## src/rtl/game_pkg.sv

```systemverilog
// rtl/game_pkg.sv - shared types, constants and helpers for the game board draw logic
//
// Contents:
//   draw_state_t  channel FSM states (IDLE, WAIT)
//   LFSR_W        width of the shared Galois LFSR
//   LFSR_TAPS     Galois feedback mask applied on a right shift with lsb=1
//   DEF_*         default value-range parameters (a card value 1..10 in 5 bits)
//   rotr          rotate right of an LFSR word; gives each channel its own view of the LFSR
package game_pkg;

    typedef enum logic {
        IDLE = 1'b0,
        WAIT = 1'b1
    } draw_state_t;

    localparam int              LFSR_W    = 16;
    localparam logic [LFSR_W-1:0] LFSR_TAPS = 16'hB400;

    localparam int DEF_WIDTH = 5;
    localparam int DEF_MIN   = 1;
    localparam int DEF_MAX   = 10;

    function automatic logic [LFSR_W-1:0] rotr(input logic [LFSR_W-1:0] v, input int sh);
        int s;
        s = sh % LFSR_W;
        // A shift by LFSR_W yields zero, so s == 0 returns v unchanged.
        rotr = (v >> s) | (v << (LFSR_W - s));
    endfunction

endpackage

```

## src/rtl/draw_channel.sv

```systemverilog
// rtl/draw_channel.sv - one key-driven draw channel: key synchroniser, edge detect, draw FSM
//
// Ports:
//   clock, reset_n  system clock, synchronous active-low reset
//   load_n          raw active-low key, asynchronous to clock
//   mode            0 = take the counter value, 1 = take the LFSR candidate
//   count           shared counter value (always in range)
//   cand, cand_ok   this channel's LFSR candidate and its in-range flag
//   q               captured value, held between draws
//   valid           one-cycle pulse when q updates
//   busy            high while waiting for an in-range LFSR candidate
module draw_channel
    import game_pkg::*;
#(
    parameter int WIDTH     = DEF_WIDTH,
    parameter int MAX_TRIES = 15
) (
    input  logic             clock,
    input  logic             reset_n,
    input  logic             load_n,
    input  logic             mode,
    input  logic [WIDTH-1:0] count,
    input  logic [WIDTH-1:0] cand,
    input  logic             cand_ok,
    output logic [WIDTH-1:0] q,
    output logic             valid,
    output logic             busy
);

    localparam int TW = $clog2(MAX_TRIES + 1);

    logic          sync_1;
    logic          sync_2;
    logic          sync_3;
    logic          evt;
    draw_state_t   state;
    logic [TW-1:0] tries;

    always_ff @(posedge clock) begin
        if (!reset_n) begin
            sync_1 <= 1'b1;
            sync_2 <= 1'b1;
            sync_3 <= 1'b1;
            evt    <= 1'b0;
            state  <= IDLE;
            tries  <= '0;
            q      <= '0;
            valid  <= 1'b0;
            busy   <= 1'b0;
        end else begin
            // sync_1/sync_2 resolve metastability; sync_3 is the previous
            // settled level, so evt is a registered falling-edge pulse.
            sync_1 <= load_n;
            sync_2 <= sync_1;
            sync_3 <= sync_2;
            evt    <= sync_3 & ~sync_2;
            valid  <= 1'b0;

            case (state)
                IDLE: begin
                    // An edge landing right after a WAIT completion is dropped
                    // so that valid never stays high two cycles in a row.
                    if (evt && !valid) begin
                        if (!mode) begin
                            q     <= count;
                            valid <= 1'b1;
                        end else if (cand_ok) begin
                            q     <= cand;
                            valid <= 1'b1;
                        end else begin
                            state <= WAIT;
                            tries <= TW'(1);
                            busy  <= 1'b1;
                        end
                    end
                end
                WAIT: begin
                    // mode and evt are ignored here; the draw finishes under
                    // LFSR rules and the tries bound guarantees termination.
                    if (cand_ok) begin
                        q     <= cand;
                        valid <= 1'b1;
                        state <= IDLE;
                        busy  <= 1'b0;
                    end else if (tries == TW'(MAX_TRIES)) begin
                        q     <= count;
                        valid <= 1'b1;
                        state <= IDLE;
                        busy  <= 1'b0;
                    end else begin
                        tries <= tries + TW'(1);
                    end
                end
                default: begin
                    state <= IDLE;
                    busy  <= 1'b0;
                end
            endcase
        end
    end

endmodule

```

## src/rtl/random_draw_unit.sv

```systemverilog
// rtl/random_draw_unit.sv - multi-channel random draw source with shared counter and LFSR
//
// Ports:
//   clock, reset_n  system clock, synchronous active-low reset
//   enable          1 = counter and LFSR advance each cycle, 0 = hold
//   mode            0 = counter sweep draws, 1 = LFSR draws with range rejection
//   load_n          raw active-low keys, one per channel
//   q               captured values, channel c at [c*WIDTH +: WIDTH]
//   valid           per-channel one-cycle pulse when its q updates
//   busy            per-channel flag, high while the channel waits for a usable candidate
module random_draw_unit
    import game_pkg::*;
#(
    parameter int              NUM_CH    = 3,
    parameter int              WIDTH     = DEF_WIDTH,
    parameter int              MIN_VAL   = DEF_MIN,
    parameter int              MAX_VAL   = DEF_MAX,
    parameter logic [LFSR_W-1:0] LFSR_SEED = 16'hACE1,
    parameter int              MAX_TRIES = 15
) (
    input  logic                    clock,
    input  logic                    reset_n,
    input  logic                    enable,
    input  logic                    mode,
    input  logic [NUM_CH-1:0]       load_n,
    output logic [NUM_CH*WIDTH-1:0] q,
    output logic [NUM_CH-1:0]       valid,
    output logic [NUM_CH-1:0]       busy
);

    localparam int SPAN = MAX_VAL - MIN_VAL;

    if (!(MIN_VAL >= 0 && MIN_VAL <= MAX_VAL && MAX_VAL < (2 ** WIDTH) &&
          LFSR_SEED != '0 && MAX_TRIES >= 1 && WIDTH <= LFSR_W && NUM_CH >= 1)) begin : g_param_error
        $error("random_draw_unit: illegal parameter set");
    end

    logic [WIDTH-1:0]  count;
    logic [LFSR_W-1:0] lfsr;

    always_ff @(posedge clock) begin
        if (!reset_n) begin
            count <= WIDTH'(MIN_VAL);
        end else if (enable) begin
            count <= (count == WIDTH'(MAX_VAL)) ? WIDTH'(MIN_VAL) : count + WIDTH'(1);
        end
    end

    always_ff @(posedge clock) begin
        if (!reset_n) begin
            lfsr <= LFSR_SEED;
        end else if (lfsr == '0) begin
            // Lock-up state is unreachable from a non-zero seed; recover anyway.
            lfsr <= LFSR_SEED;
        end else if (enable) begin
            lfsr <= (lfsr >> 1) ^ (lfsr[0] ? LFSR_TAPS : '0);
        end
    end

    for (genvar c = 0; c < NUM_CH; c++) begin : g_ch
        logic [WIDTH-1:0] raw;
        logic [WIDTH-1:0] cand;
        logic             cand_ok;

        // Each channel sees the LFSR rotated by 5*c so simultaneous draws differ.
        assign raw     = WIDTH'(rotr(lfsr, 5 * c));
        assign cand_ok = (raw <= WIDTH'(SPAN));
        assign cand    = WIDTH'(MIN_VAL) + raw;

        draw_channel #(
            .WIDTH     (WIDTH),
            .MAX_TRIES (MAX_TRIES)
        ) u_ch (
            .clock   (clock),
            .reset_n (reset_n),
            .load_n  (load_n[c]),
            .mode    (mode),
            .count   (count),
            .cand    (cand),
            .cand_ok (cand_ok),
            .q       (q[c*WIDTH +: WIDTH]),
            .valid   (valid[c]),
            .busy    (busy[c])
        );
    end

endmodule
```

## config.mk

```make
export PLATFORM = sky130hd
export DESIGN_NAME = random_draw_unit
export DESIGN_NICKNAME = d
export VERILOG_FILES = /design/src/rtl/game_pkg.sv /design/src/rtl/draw_channel.sv /design/src/rtl/random_draw_unit.sv
export SDC_FILE = /design/constraint.sdc
export NUM_CORES = 1
export LEC_CHECK = 0
export ABC_AREA = 1
export CORE_MARGIN = 2
export CORE_UTILIZATION = 39
export DETAILED_ROUTE_END_ITERATION = 8
export PLACE_DENSITY = 0.68
export SYNTH_ARGS = -nofsm -noshare
export SYNTH_HDL_FRONTEND = slang
export SYNTH_SLANG_ARGS = --single-unit
```

## constraint.sdc

```tcl
create_clock -name clock -period 2.7 [get_ports clock]
set_input_delay 0.27 -clock clock [delete_from_list [all_inputs] [get_ports clock]]
set_output_delay 0.27 -clock clock [all_outputs]
set_load 0.005 [all_outputs]
```

**Word level (Yosys, flattened, before mapping)**

Cells that the tools add are included.

- Bits in registers: 69
- Bits in latches: 0
- RAM bits: 0
- Memory bits (read-only): 0
- Output and inout port bits: 21
- Logic and storage cells: 186
- Memories kept: 0

- Add/subtract/negate cells: 7
- Multiply operators: 0
- Div/mod/pow operators: 0
- Order comparisons: 3
- Eq/ne operators: 25
- Shifts and indexed selects: 0
- Muxes and demuxes: 92
- Bitwise logic cells: 13
- Reductions and logical operators: 17

Operator list:

| cell | count |
|---|---|
| 5-bit 2-to-1 mux | 16 |
| 4-bit 2-to-1 mux | 15 |
| 1-bit 2-to-1 mux | 45 |
| 5-bit case mux with 2 select lines | 3 |
| 2-bit inequality test, second input constant | 12 |
| 4-bit case mux with 2 select lines | 3 |
| 3-bit inequality test, second input constant | 6 |
| 1-bit case mux with 2 select lines | 9 |
| 16-bit zero test | 1 |
| 16-bit 2-to-1 mux | 1 |
| 15-bit by 16-bit bitwise XOR with 16-bit output | 1 |
| 1-bit by 5-bit adder with 5-bit output, first input constant | 3 |
| 5-bit by 4-bit less-or-equal comparator with 1-bit output, second input constant | 3 |
| 5-bit AND reduction | 3 |
| 4-bit by 1-bit adder with 4-bit output, second input constant | 3 |
| 4-bit == test, second input constant | 3 |
| 4-bit AND reduction | 3 |
| 5-bit by 1-bit OR with 5-bit output, second input constant | 2 |
| 3-bit AND reduction | 3 |
| 1-bit NOT | 7 |
| 2-bit by 1-bit inequality test with 1-bit output, second input constant | 3 |
| 5-bit by 1-bit adder with 5-bit output, second input constant | 1 |
| 5-bit by 4-bit == test with 1-bit output, second input constant | 1 |
| 1-bit bitwise AND | 3 |
| other kinds (3) | 7 |

**Depth between registers and ports, before layout**

- Depth after elaboration: 6
- Mapped depth: 12

**By module**

From an unflattened synthesis, not the netlist that was laid out.

- Cells, all modules: 616
- Area total of the unflattened synthesis: 4,035.1 µm²

Modules (own cells, without submodules):

| module | instances | cells an instance | area an instance (µm²) |
|---|---|---|---|
| draw_channel | 3 | 146 | 925.9 |
| random_draw_unit | 1 | 178 | 1,257.5 |

**Least setup slack after synthesis**

Ideal clock, no wire load.

- Path kind: reg2reg
- Start point: reg lfsr[1]
- End point: reg g_ch[0].u_ch.q[0]
- Arrival: 1,401 ps
- Required time: 2,587 ps
- Setup slack: 1,187 ps
- Stages on the path, launching flop included: 13
- Clock period less this slack: 1,513 ps
- Cell sequence: dfxtp_1 > inv_2 > ha_1 > nor2_2 > nand2_4 > nand2_4 > buf_6 > nand2_4 > nand3_2 > buf_6 > nand2_1 > nand2_1 > nor2_1

- Word-level cells in the longest chain between the ends: 3

RTL lines:

| what | RTL line | source |
|---|---|---|
| from (decl) | random_draw_unit.sv:39 | `logic [LFSR_W-1:0] lfsr;` |
| from (signal assigned) | random_draw_unit.sv:56 | `lfsr <= (lfsr >> 1) ^ (lfsr[0] ? LFSR_TAPS : '0);` |
| 5-bit by 4-bit less-or-equal comparator with 1-bit output * | random_draw_unit.sv:67 | `assign cand_ok = (raw <= WIDTH'(SPAN));` |
| 3-bit inequality test (no line) / 5-bit 2-to-1 mux (equally long branches) | -- |  |
| 3-bit AND reduction (no line) / 5-bit case mux with 2 select lines (equally long branches) | -- |  |
| to (signal assigned) | draw_channel.sv:68 | `q <= cand;` |
| to (signal assigned) | draw_channel.sv:81 | `q <= cand;` |
| to (signal assigned) | draw_channel.sv:86 | `q <= count;` |
| to (decl) | draw_channel.sv:25 | `output logic [WIDTH-1:0] q,` |

Mark *: on every way between the ends. The rest lies on a longest branch, timed or not.
A chain may end at the register's enable or synchronous reset.

**Worst setup path in the final report**

- Start point: reg lfsr[10]
- End point: reg g_ch[2].u_ch.q[3]

- Word-level cells in the longest chain between the ends: 6

RTL lines:

| what | RTL line | source |
|---|---|---|
| 5-bit by 1-bit OR with 5-bit output * | game_pkg.sv:27 | `rotr = (v >> s) \| (v << (LFSR_W - s));` |
| 1-bit by 5-bit adder with 5-bit output | random_draw_unit.sv:68 | `assign cand = WIDTH'(MIN_VAL) + raw;` |
| 5-bit 2-to-1 mux | draw_channel.sv:67 | `end else if (cand_ok) begin` |
| 5-bit 2-to-1 mux | draw_channel.sv:64 | `if (!mode) begin` |
| 5-bit 2-to-1 mux | draw_channel.sv:63 | `if (evt && !valid) begin` |
| 5-bit case mux with 2 select lines | draw_channel.sv:59 | `case (state)` |
| to (signal assigned) | draw_channel.sv:65 | `q <= count;` |
| to (signal assigned) | draw_channel.sv:68 |  |
| to (signal assigned) | draw_channel.sv:81 |  |
| to (decl) | draw_channel.sv:25 |  |

Mark *: on every way between the ends. The rest lies on a longest branch, timed or not. The select of a mux whose other input is x is not followed.

==> flow_summary_export.csv <==
group,metric,value,unit
routing,final_antenna_net_count,0,
critical_path,required,2.94,ns
die,initial_utilization,0.4037,
routing,vias_per_cell,4.820,
logic_synthesis,yosysWarnings,0,
timing,slew-limit-headroom,0.4966,
cts,cts_root_buffer,"clkbuf_8",
cells_and_area,drive_above_1_share,0.09965,
global_route,grt_overflow,0,
routing,wl,8366,um
cells_and_area,final_nets,587,
global_route,grt_usage,0.1771,
cts,path_clk_slew,0.08,ns
run_status,status,"complete, no violations",
timing,rsz0062_at_grt,"false",
die,rows,35,
timing,worst_clock_skew,0.01237,ns
placement,numPortBuffers,27,
routing,drt-pass1-iter-count,4,
timing,period_needed,1.773,ns
logic_synthesis,synthArstFlopShare,0,
die,die_x,101.8,um
timing,finalMaxSlewViolations,0,
logic_synthesis,synthFlopType,"dfxtp_1",
global_route,grt_pass1_vias,3244,
timing,setup_tns,0,ns
critical_path,cp_top_family,"simple AND/OR/NAND/NOR gates",
power_and_ir_drop,power.density,528.1,mW/mm2
timing,fin_crit_sh,0.6568,
cts,cts_buffers,9,
die,die_height,101.8,um
power_and_ir_drop,p_leak,1.953,nW
die,pin_count,28,
critical_path,crit_path_top_delay_cell,"dfxtp_1",
run,maxCapViolations,0,
logic_synthesis,netlist_area,0.003730,mm2
critical_path,start_kind,"flop",
logic_synthesis,synth_area_per_cell,6.794,um2
critical_path,worstPathMaxFanout,11,
logic_synthesis,synth-edff-count,0,
timing,setup_viol,0,
cts,insertion_delay,0.35,ns
cts,cts_max_path_buffers,2,
cts,numClockSinks,69,
cts,h-tree-depth,3,
routing,post_drt_wl_per_cell,11.93,um
die,core,0.009240,mm2
power_and_ir_drop,ir_worst_vdd,0.0002983,V
placement,place_congestion,0.8891,
cts,cts_setup_buffers,0,
critical_path,setup.worst_path.class,"reg2reg",
critical_path,critPathCaptureType,"flop",
logic_synthesis,synth.distinct_cells,31,
cts,cts_hold_buf,0,
die,dieArea,0.01036,mm2
placement,dpl.hpwl,6057,um
critical_path,cpPeakStageDelay,0.55,ns
logic_synthesis,syn_inst,549,
timing,finalHoldViolCount,0,
cells_and_area,final_cells,701,
cts,cts_tree,"built",
worst_hold_path,hp-class,"reg2reg",
cells_and_area,fillers,944,
cells_and_area,syn2layout_area_growth,13.85,%
logic_synthesis,synth_fp_nets,569,
routing,drt_iter0_drc,192,
critical_path,cp.buffers_inverters,0,
cells_and_area,diodes,0,
routing,vias,3379,
timing,worst_pin_slew,0.7543,ns
placement,dp_cells,685,
power_and_ir_drop,p_total,2.243,mW
timing,layout_setup_ws,0.9266,ns
critical_path,cpMostUsedCell,"nand2_1",
global_route,grt_max_degree,32,
critical_path,crit_arrival,2.02,ns
timing,fmax,563.9,MHz
global_route,grt_pass1_wl,14790,um
cts,cts_resized,0,
logic_synthesis,ys_seq_area_frac,0.3703,
global_route,antenna_found_initial,0,
routing,drc,0,
placement,dp_slack,0.8180,ns
critical_path,path_cells,"ha_1 -> nor2_2 -> nand2_2 -> nand2_2 -> nand2_1 -> nand2_1 -> nand2_4 -> nand2_1 -> nor2_1 -> nor2_1",
logic_synthesis,synth_seq_cells,69,
==> cells by family after synthesis <==
group                      synth area share
buffers and inverters               0.09996
and+or+nand+nor                      0.3828
adders and majority gates           0.04361
DFF                                  0.3703
xor gates and xnor gates            0.01879
AOI/OAI and AO/OA                   0.08454
==> cell type report <==
| cell class | count | area (um2) | share of cell area |
|---|---|---|---|
| Tap cell | 129 | 161.4 | 0.03801 |
| Inverter | 62 | 235.2 | 0.05539 |
| Sequential cell | 69 | 1381 | 0.3253 |
| Multi-Input combinational cell | 395 | 1976 | 0.4652 |
| Clock inverter | 6 | 72.57 | 0.01709 |
| Clock buffer | 10 | 127.6 | 0.03005 |
| Timing Repair Buffer | 30 | 292.8 | 0.06895 |
==> metal layers <==
metal / vias to the layer above / part of all wire / wire (um) / GRT usage
met5: - / 0 / 0 / 0
met4: 0 / 0.012 / 102 / 0.05717
met3: 6 / 0.036 / 303 / 0.03589
met2: 78 / 0.47 / 3945 / 0.2991
met1: 1514 / 0.48 / 4015 / 0.2260
li1: 1781 / - / - / -
==> through the flow <==
step                        util  instance area [um2]  hold slack (ns)
after global routing      0.4596                 4247           0.4295
after floorplan                -                 3730           0.3766
after global placement    0.4379                 4046           0.3980
after CTS                 0.4596                 4247           0.4158
after detailed placement  0.4379                 4046           0.4038
final                     0.4596                 4247           0.4074
==> layout by cell type, fill, tap and decap left out, types with 2 or more instances in the layout <==
master           instances
a21oi_1                 35
buf_4                    3
clkbuf_8                 9
clkdlybuf4s50_1         27
clkinv_4                 3
dfxtp_1                 69
ha_1                    13
inv_1                   52
inv_2                    9
nand2_1                135
nand2_2                  5
nand2_4                  7
nand3_1                 59
nand3_2                  5
nand3b_1                 4
nand4_1                 10
nor2_1                  69
nor2_2                   2
nor3_1                   4
o21ai_0                 21
or2_0                    2
or2_2                   10
xnor2_1                  2
xor2_1                   6
==> synthesized netlist by cell type (all sizes together), types with 6 or more instances <==
library cell	instances	area share
nor2	71	0.073
inv	62	0.063
ha	13	0.044
dfxtp	69	0.37
a21oi	35	0.047
xor2	6	0.014
clkbuf	9	0.0091
nand2	147	0.17
or2	12	0.020
nand3	64	0.093
buf	14	0.028
o21ai	22	0.030
nand4	10	0.017
==> power breakdown <==
part	total [mW]	internal [mW]	switching, mW
clock	0.852	0.435	0.417
combinational	0.299	0.115	0.184
sequential	1.09	1.05	0.0390
total	2.24	1.60	0.640
==> path summary, 6_finish.rpt <==
| check | startpoint | to | slack [ns] | cells past startpoint |
|---|---|---|---|---|
| max | lfsr[10] | g_ch[2].u_ch.q[3] | 0.93 | 10 |
| min | g_ch[0].u_ch.sync_1 | g_ch[0].u_ch.sync_2 | 0.41 | 1 |
| max reg2reg | lfsr[10] | g_ch[2].u_ch.q[3] | 0.93 | 10 |
| min reg2reg | g_ch[0].u_ch.sync_1 | g_ch[0].u_ch.sync_2 | 0.41 | 1 |
==> state kept, by name, summed over array words and instances (netlist names), 5 cells and up <==
| register | cells |
|---|---|
| count | 5 |
| g_ch.u_ch.tries | 12 |
| g_ch.u_ch.q | 15 |
| lfsr | 16 |
No activity file was read; power rests on OpenSTA's default activity.
